==> src/rtl/trap_ctrl_pkg.sv <==
// Shared constants and types for the machine-mode trap controller:
// CSR addresses, cause codes, register bit positions and FSM/op encodings.
package trap_ctrl_pkg;

    localparam logic [11:0] CsrMstatus  = 12'h300;
    localparam logic [11:0] CsrMie      = 12'h304;
    localparam logic [11:0] CsrMtvec    = 12'h305;
    localparam logic [11:0] CsrMscratch = 12'h340;
    localparam logic [11:0] CsrMepc     = 12'h341;
    localparam logic [11:0] CsrMcause   = 12'h342;
    localparam logic [11:0] CsrMip      = 12'h344;
    localparam logic [11:0] CsrMhartid  = 12'hF14;

    // Exception cause codes (mcause interrupt bit clear)
    localparam logic [4:0] ExcIllegal    = 5'd2;
    localparam logic [4:0] ExcBreakpoint = 5'd3;
    localparam logic [4:0] ExcEcallM     = 5'd11;

    // Interrupt cause codes, equal to their mie/mip bit positions
    localparam logic [4:0] IrqSoft  = 5'd3;
    localparam logic [4:0] IrqTimer = 5'd7;
    localparam logic [4:0] IrqExt   = 5'd11;

    localparam int unsigned BitMie    = 3;
    localparam int unsigned BitMpie   = 7;
    localparam int unsigned BitMppLo  = 11;
    localparam int unsigned BitMppHi  = 12;
    localparam int unsigned BitIrqSw  = 3;
    localparam int unsigned BitIrqTim = 7;
    localparam int unsigned BitIrqExt = 11;

    // Compact 3-bit interrupt vectors used internally: {ext, timer, sw}
    localparam int unsigned IdxSw  = 0;
    localparam int unsigned IdxTim = 1;
    localparam int unsigned IdxExt = 2;

    typedef enum logic [1:0] {
        CsrNone  = 2'b00,
        CsrWrite = 2'b01,
        CsrSet   = 2'b10,
        CsrClear = 2'b11
    } csr_op_t;

    typedef enum logic [1:0] {
        StIdle = 2'b00,
        StTrap = 2'b01,
        StRet  = 2'b10
    } trap_state_t;

endpackage

==> src/rtl/trap_irq_sel.sv <==
// Fixed-priority interrupt selector: ext > sw > timer, gated by mstatus.MIE.
module trap_irq_sel
    import trap_ctrl_pkg::*;
(
    input  logic       mie_en_i,
    input  logic [2:0] mie_i,
    input  logic [2:0] mip_i,
    output logic       irq_valid_o,
    output logic [4:0] irq_code_o
);

    logic [2:0] active;

    assign active = mie_i & mip_i & {3{mie_en_i}};

    always_comb begin
        irq_valid_o = |active;
        irq_code_o  = '0;
        if (active[IdxExt]) begin
            irq_code_o = IrqExt;
        end else if (active[IdxSw]) begin
            irq_code_o = IrqSoft;
        end else if (active[IdxTim]) begin
            irq_code_o = IrqTimer;
        end
    end

endmodule

==> src/rtl/trap_ctrl.sv <==
// Machine-mode trap controller and CSR file: takes exceptions, mret and interrupts at
// instruction commit and requests PC redirection to mtvec/mepc from the control FSM.
module trap_ctrl
    import trap_ctrl_pkg::*;
#(
    parameter int unsigned     XLEN        = 32,
    parameter logic [XLEN-1:0] MTVEC_RESET = '0,
    parameter logic [XLEN-1:0] HART_ID     = '0
) (
    input  logic            clk,
    input  logic            rst_n,
    input  logic            instr_done,
    input  logic [XLEN-1:0] pc_curr,
    input  logic [XLEN-1:0] pc_next,
    input  logic            exc_ecall,
    input  logic            exc_ebreak,
    input  logic            exc_illegal,
    input  logic            is_mret,
    input  logic            irq_ext,
    input  logic            irq_sw,
    input  logic            irq_timer,
    input  logic            trap_ack,
    input  logic [1:0]      csr_op,
    input  logic [11:0]     csr_addr,
    input  logic [XLEN-1:0] csr_wdata,
    output logic [XLEN-1:0] csr_rdata,
    output logic            trap_pending,
    output logic            trap_finish,
    output logic [XLEN-1:0] mtvec,
    output logic [XLEN-1:0] mepc
);

    trap_state_t     state_q, state_d;
    logic            status_mie_q, status_mie_d;
    logic            status_mpie_q, status_mpie_d;
    logic [2:0]      mie_q, mie_d;
    logic [XLEN-3:0] mtvec_base_q, mtvec_base_d;
    logic [XLEN-3:0] mepc_base_q, mepc_base_d;
    logic [XLEN-1:0] mcause_q, mcause_d;
    logic [XLEN-1:0] mscratch_q, mscratch_d;

    csr_op_t         op;
    logic [2:0]      mip;
    logic [XLEN-1:0] mstatus_rd, mie_rd, mip_rd;
    logic [XLEN-1:0] csr_wval;
    logic            csr_we;
    logic            commit, exc_any, take_exc, take_ret, take_irq;
    logic [4:0]      exc_code;
    logic            irq_valid;
    logic [4:0]      irq_code;
    logic            unused_pc_lsb;

    assign unused_pc_lsb = ^{pc_curr[1:0], pc_next[1:0]};

    assign op  = csr_op_t'(csr_op);
    assign mip = {irq_ext, irq_timer, irq_sw};

    trap_irq_sel u_irq_sel (
        .mie_en_i    (status_mie_q),
        .mie_i       (mie_q),
        .mip_i       (mip),
        .irq_valid_o (irq_valid),
        .irq_code_o  (irq_code)
    );

    // Commit-point event decode; exceptions beat mret, which beats interrupts.
    assign commit   = (state_q == StIdle) && instr_done;
    assign exc_any  = exc_ecall | exc_ebreak | exc_illegal;
    assign take_exc = commit && exc_any;
    assign take_ret = commit && !exc_any && is_mret;
    assign take_irq = commit && !exc_any && !is_mret && irq_valid;

    always_comb begin
        if (exc_ecall) begin
            exc_code = ExcEcallM;
        end else if (exc_ebreak) begin
            exc_code = ExcBreakpoint;
        end else begin
            exc_code = ExcIllegal;
        end
    end

    // CSR read mux, always presenting the pre-update value.
    always_comb begin
        mstatus_rd                    = '0;
        mstatus_rd[BitMppHi:BitMppLo] = 2'b11;
        mstatus_rd[BitMpie]           = status_mpie_q;
        mstatus_rd[BitMie]            = status_mie_q;

        mie_rd            = '0;
        mie_rd[BitIrqExt] = mie_q[IdxExt];
        mie_rd[BitIrqTim] = mie_q[IdxTim];
        mie_rd[BitIrqSw]  = mie_q[IdxSw];

        mip_rd            = '0;
        mip_rd[BitIrqExt] = mip[IdxExt];
        mip_rd[BitIrqTim] = mip[IdxTim];
        mip_rd[BitIrqSw]  = mip[IdxSw];

        case (csr_addr)
            CsrMstatus:  csr_rdata = mstatus_rd;
            CsrMie:      csr_rdata = mie_rd;
            CsrMtvec:    csr_rdata = {mtvec_base_q, 2'b00};
            CsrMscratch: csr_rdata = mscratch_q;
            CsrMepc:     csr_rdata = {mepc_base_q, 2'b00};
            CsrMcause:   csr_rdata = mcause_q;
            CsrMip:      csr_rdata = mip_rd;
            CsrMhartid:  csr_rdata = HART_ID;
            default:     csr_rdata = '0;
        endcase
    end

    always_comb begin
        case (op)
            CsrWrite: csr_wval = csr_wdata;
            CsrSet:   csr_wval = csr_rdata | csr_wdata;
            CsrClear: csr_wval = csr_rdata & ~csr_wdata;
            default:  csr_wval = csr_rdata;
        endcase
    end

    // A trapping instruction must not leave architectural side effects behind.
    assign csr_we = (op != CsrNone) && !take_exc;

    always_comb begin
        status_mie_d  = status_mie_q;
        status_mpie_d = status_mpie_q;
        mie_d         = mie_q;
        mtvec_base_d  = mtvec_base_q;
        mepc_base_d   = mepc_base_q;
        mcause_d      = mcause_q;
        mscratch_d    = mscratch_q;

        if (csr_we) begin
            case (csr_addr)
                CsrMstatus: begin
                    status_mie_d  = csr_wval[BitMie];
                    status_mpie_d = csr_wval[BitMpie];
                end
                CsrMie:      mie_d = {csr_wval[BitIrqExt], csr_wval[BitIrqTim], csr_wval[BitIrqSw]};
                CsrMtvec:    mtvec_base_d = csr_wval[XLEN-1:2];
                CsrMscratch: mscratch_d = csr_wval;
                CsrMepc:     mepc_base_d = csr_wval[XLEN-1:2];
                CsrMcause:   mcause_d = csr_wval;
                default:     ;
            endcase
        end

        // Trap bookkeeping overrides any same-cycle CSR write.
        if (take_exc) begin
            mcause_d    = {{(XLEN-5){1'b0}}, exc_code};
            mepc_base_d = pc_curr[XLEN-1:2];
        end
        if (take_irq) begin
            mcause_d    = {1'b1, {(XLEN-6){1'b0}}, irq_code};
            mepc_base_d = pc_next[XLEN-1:2];
        end
        if (take_exc || take_irq) begin
            status_mpie_d = status_mie_q;
            status_mie_d  = 1'b0;
        end
        if (take_ret) begin
            status_mie_d  = status_mpie_q;
            status_mpie_d = 1'b1;
        end
    end

    always_comb begin
        state_d = state_q;
        unique case (state_q)
            StIdle: begin
                if (take_exc || take_irq) begin
                    state_d = StTrap;
                end else if (take_ret) begin
                    state_d = StRet;
                end
            end
            StTrap, StRet: begin
                if (trap_ack) begin
                    state_d = StIdle;
                end
            end
            default: state_d = StIdle;
        endcase
    end

    always_comb begin
        trap_pending = (state_q == StTrap);
        trap_finish  = (state_q == StRet);
        mtvec        = {mtvec_base_q, 2'b00};
        mepc         = {mepc_base_q, 2'b00};
    end

    always_ff @(posedge clk) begin
        if (!rst_n) begin
            state_q       <= StIdle;
            status_mie_q  <= 1'b0;
            status_mpie_q <= 1'b0;
            mie_q         <= '0;
            mtvec_base_q  <= MTVEC_RESET[XLEN-1:2];
            mepc_base_q   <= '0;
            mcause_q      <= '0;
            mscratch_q    <= '0;
        end else begin
            state_q       <= state_d;
            status_mie_q  <= status_mie_d;
            status_mpie_q <= status_mpie_d;
            mie_q         <= mie_d;
            mtvec_base_q  <= mtvec_base_d;
            mepc_base_q   <= mepc_base_d;
            mcause_q      <= mcause_d;
            mscratch_q    <= mscratch_d;
        end
    end

endmodule

==> config.mk <==
export PLATFORM = sky130hd
export DESIGN_NAME = trap_ctrl
export DESIGN_NICKNAME = d
export VERILOG_FILES = /design/src/rtl/trap_ctrl_pkg.sv /design/src/rtl/trap_irq_sel.sv /design/src/rtl/trap_ctrl.sv
export SDC_FILE = /design/constraint.sdc
export NUM_CORES = 1
export LEC_CHECK = 0
export CORE_ASPECT_RATIO = 0.9
export CORE_MARGIN = 3
export CORE_UTILIZATION = 44
export CTS_CLUSTER_SIZE = 25
export DETAILED_ROUTE_END_ITERATION = 8
export GPL_ROUTABILITY_DRIVEN = 0
export PLACE_DENSITY_LB_ADDON = 0.25
export SKIP_CTS_REPAIR_TIMING = 1
export SLEW_MARGIN = 0
export SYNTH_ARGS = -nofsm -noshare
export SYNTH_HDL_FRONTEND = slang
export SYNTH_HIERARCHICAL = 1
export SYNTH_SLANG_ARGS = --single-unit
export TNS_END_PERCENT = 50
==> constraint.sdc <==
create_clock -name clk -period 2.1 [get_ports clk]
set_input_delay 0.42 -clock clk [delete_from_list [all_inputs] [get_ports clk]]
set_output_delay 0.42 -clock clk [all_outputs]
set_load 0.02 [all_outputs]
==> reports/summary.txt <==
Worst R2R End: mscratch_q[1]
Critical-path cell list: buf_6 > buf_12 > mux2_2 > a222oi_1 > nor2_2 > buf_6
Die height: 131 um
Most used DFF post-synth: dfxtp_1
Sequential area share after synthesis: 0.341
Slowest cell on crit path: a222oi_1
Synth Area in Compound Gates: 0.295
FMAX: 0.457 GHz
Later-pin clock latency in the skew report: 430 ps
Post-synth EDFFs: 0
Crit. End Element: primary output
Area of the multi-input gates: 5300 um2
HP Start: rst_n
Clock-pin transition on the worst setup and hold timing paths: 60 ps
Area Overhead vs Synth: 65.4%
Largest net degree at the start of global routing: 43
Row cnt: 45
Initial antenna violation count: 0
Die X: 145 um
Final setup fails: 21
Least-Margin Pin Slew: 526 ps
CP arrival: 1770 ps
Hold Path Sink: mtvec_base_q[9]
Clock Path Buffers: 2
RSZ-0062 raised after global routing: yes
First-iteration detailed-routing DRC count: 1021
DIE AREA: 19100 um2
Reg2reg path depth: 10
R2r startpoint: state_q[0]
Tmin final: 2190 ps
P_leak: 4.77 nW
Final hold vios: 0
I/O Pins: 219
Wire length per cell: 22.7 um
First-pass GRT wire length: 49300 um
Synth Area in Simple Gates: 0.210
Post-synthesis cell count: 977
CTS sink cnt: 131
IO Port Bufs: 210
Rel. slew slack: 0.650
Seq cells post-synth: 131
Vias in the first global route: 8930
Cell Area, Synth: 7680 um2
Delay of the slowest critical-path stage: 460 ps
CORE AREA: 17000 um2
Hold Crit Depth: 3
Cts bufs inserted: 17
XOR/XNOR share of the synthesized area: 0.0353
TritonRoute pass-1 iters: 6
Adder-Cell Fraction of Synth Area: 0.00489
Final period util: 1.04
Ratio of cells with drive above 1 in the final layout: 0.305
Final Total Pwr: 7.20 mW
Antenna Nets Post-Route: 0
CTS tree: built
Max capacitance violation total: 0
Maximum VDD drop: 0.603 mV
Mean post-synth cell area: 7.86 um2
Pre-CTS setup slack: -906 ps
Reg area: 2630 um2
Fillers: 1169
Clock skew: 6.02 ps
R2R setup slack: -20 ps
Pwr/cell area: 567 nW/um2
Hpwl dp: 22800 um
Crit path max fanout: 8
Initial Util: 0.452
GR Util All Layers: 0.324
Status: finished with violations
WS Path Type: in2out
Crit path launch type: input pin
N_diodes: 0
Vias post-DR: 9724
WL final: 35600 um
Setup ws final: -86.1 ps
Root Buffer: clkbuf_16
Required @ worst endpoint: 1680 ps
Main combinational cell family by area after synthesis: compound AO/OA/AOI/OAI gates
H-tree depth: 4
Vias per cell: 6.21
Failing checks: setup timing
Residual DRC count: 0
Ys async rst share: 0
Max-slew violation count: 0
Gr ovfl total: 0
Cell variety after synth: 74
Most frequent CP cell: buf_6
Mux cell area share after synthesis: 0.0510
Hold Crit Class: in2reg
NumNets Final: 1441
YS warnings: 6
## synth_stat cells (3+ instances only)
master	number	area, um2
a221oi_1	21	184
mux2_2	9	101
buf_4	16	120
o221a_2	5	56.3
nand4_1	3	18.8
xnor2_1	25	219
o22ai_1	29	181
ha_1	3	37.5
o311ai_0	3	26.3
nor2_1	90	338
nand2_1	123	462
a222oi_1	4	40.0
and3_1	4	25.0
a211oi_1	8	60.1
and2_1	28	175
a21oi_1	93	465
o21a_1	3	22.5
buf_2	26	130
nand3_1	34	170
nor4_4	3	63.8
nand3b_1	6	45.0
o21ai_1	3	15.0
nand2b_1	3	18.8
o21ai_0	83	415
mux2i_1	29	290
xor2_1	6	52.6
nor3_1	7	35.0
o221ai_1	25	219
a22oi_1	10	75.1
nor2b_1	4	25.0
clkbuf_1	39	146
a31oi_1	3	18.8
o2bb2ai_1	30	263
a21boi_0	3	22.5
or3_1	4	25.0
dfxtp_1	131	2620
inv_1	8	30.0
## worst max path at each step
stage	endpoint	slack, ps	start	depth (start not counted)
2_1_floorplan	mscratch_q[17]	-50	csr_addr[1]	8
3_3_place_gp	csr_rdata[17]	-890	csr_addr[6]	7
3_5_place_dp	csr_rdata[4]	-910	csr_addr[6]	7
4_1_cts	csr_rdata[4]	-920	csr_addr[6]	7
5_1_grt	status_mpie_q	-120	status_mpie_q	9
6_report	csr_rdata[4]	-90	csr_addr[0]	6
## per-stage QoR
step / setup TNS (ps) / utilization / hold WS [ps] / instance area (um2) / cells
global placement: -90980 / 0.653 / 436 / 11100 / 1508
CTS: -41200 / 0.688 / 321 / 11700 / 1540
global route: -1630 / 0.747 / 371 / 12700 / 1565
floorplan: -633 / - / 424 / 7740 / 980
detailed placement: -94630 / 0.653 / 443 / 11100 / 1508
finish: -530 / 0.747 / 347 / 12700 / 1565
## layout by cell type, fill, tap and decap left out, drive strengths merged, types with 6 or more instances in the layout
cell type,synthesis,layout
a211oi,9,9
a21oi,94,94
a221oi,21,21
a22oi,11,11
and2,28,28
buf,46,223
clkbuf,40,34
clkdlybuf4s50,0,161
dfxtp,131,131
dlymetal6s2s,0,9
inv,9,11
mux2,9,9
mux2i,29,29
nand2,123,123
nand3,35,35
nand3b,6,6
nor2,92,92
nor3,8,8
nor4,6,6
o21ai,87,87
o221ai,25,25
o22ai,30,30
o2bb2ai,30,30
xnor2,25,25
xor2,6,6
## registers in the layout (all words and copies together) (netlist names)
| signal | flops |
|---|---|
| status_mpie_q | 1 |
| state_q | 2 |
| mscratch_q | 32 |
| status_mie_q | 1 |
| mtvec_base_q | 30 |
| mepc_base_q | 30 |
| mcause_q | 32 |
| mie_q | 3 |
## cells by family (layout without fill, tap and decap cells)
| family | after synthesis | count (layout) |
|---|---|---|
| xor gates and xnor gates | 31 | 31 |
| AOI/OAI and AO/OA | 345 | 345 |
| adders and majority gates | 3 | 3 |
| muxes | 38 | 38 |
| other | 2 | 5 |
| and+or+nand+nor | 331 | 331 |
| DFF | 131 | 131 |
| buffers and inverters | 96 | 446 |
## worst max-delay path: cells and delay by family
family	cells	cell delay, ps
buffers and inverters	3	420
multiplexers	1	340
AND/OR/NAND/NOR	1	120
AO/OA/AOI/OAI	1	460
## layout make-up
| cell class | instances | area share |
|---|---|---|
| timing repair buffer | 404 | 0.304 |
| sequential | 131 | 0.207 |
| inverter | 10 | 0.00295 |
| multi-input combinational | 753 | 0.417 |
| clock buffer | 23 | 0.0384 |
| tap | 235 | 0.0231 |
| clock inverter | 9 | 0.00758 |
## routing by layer
layer / vias to the layer above / wire length [um] / global-route usage
li1: 4275 / - / -
met3: 200 / 4580 / 0.0948
met4: 0 / 1850 / 0.147
met5: - / 0 / 0
met1: 4459 / 13500 / 0.421
met2: 790 / 15600 / 0.498
## power breakdown
group          total [mW]  switching, mW  internal (mW)
clock                2.96           1.19           1.77
sequential           2.61         0.0592           2.55
combinational        1.64          0.855          0.780
Power figures use the tool's default switching activity.
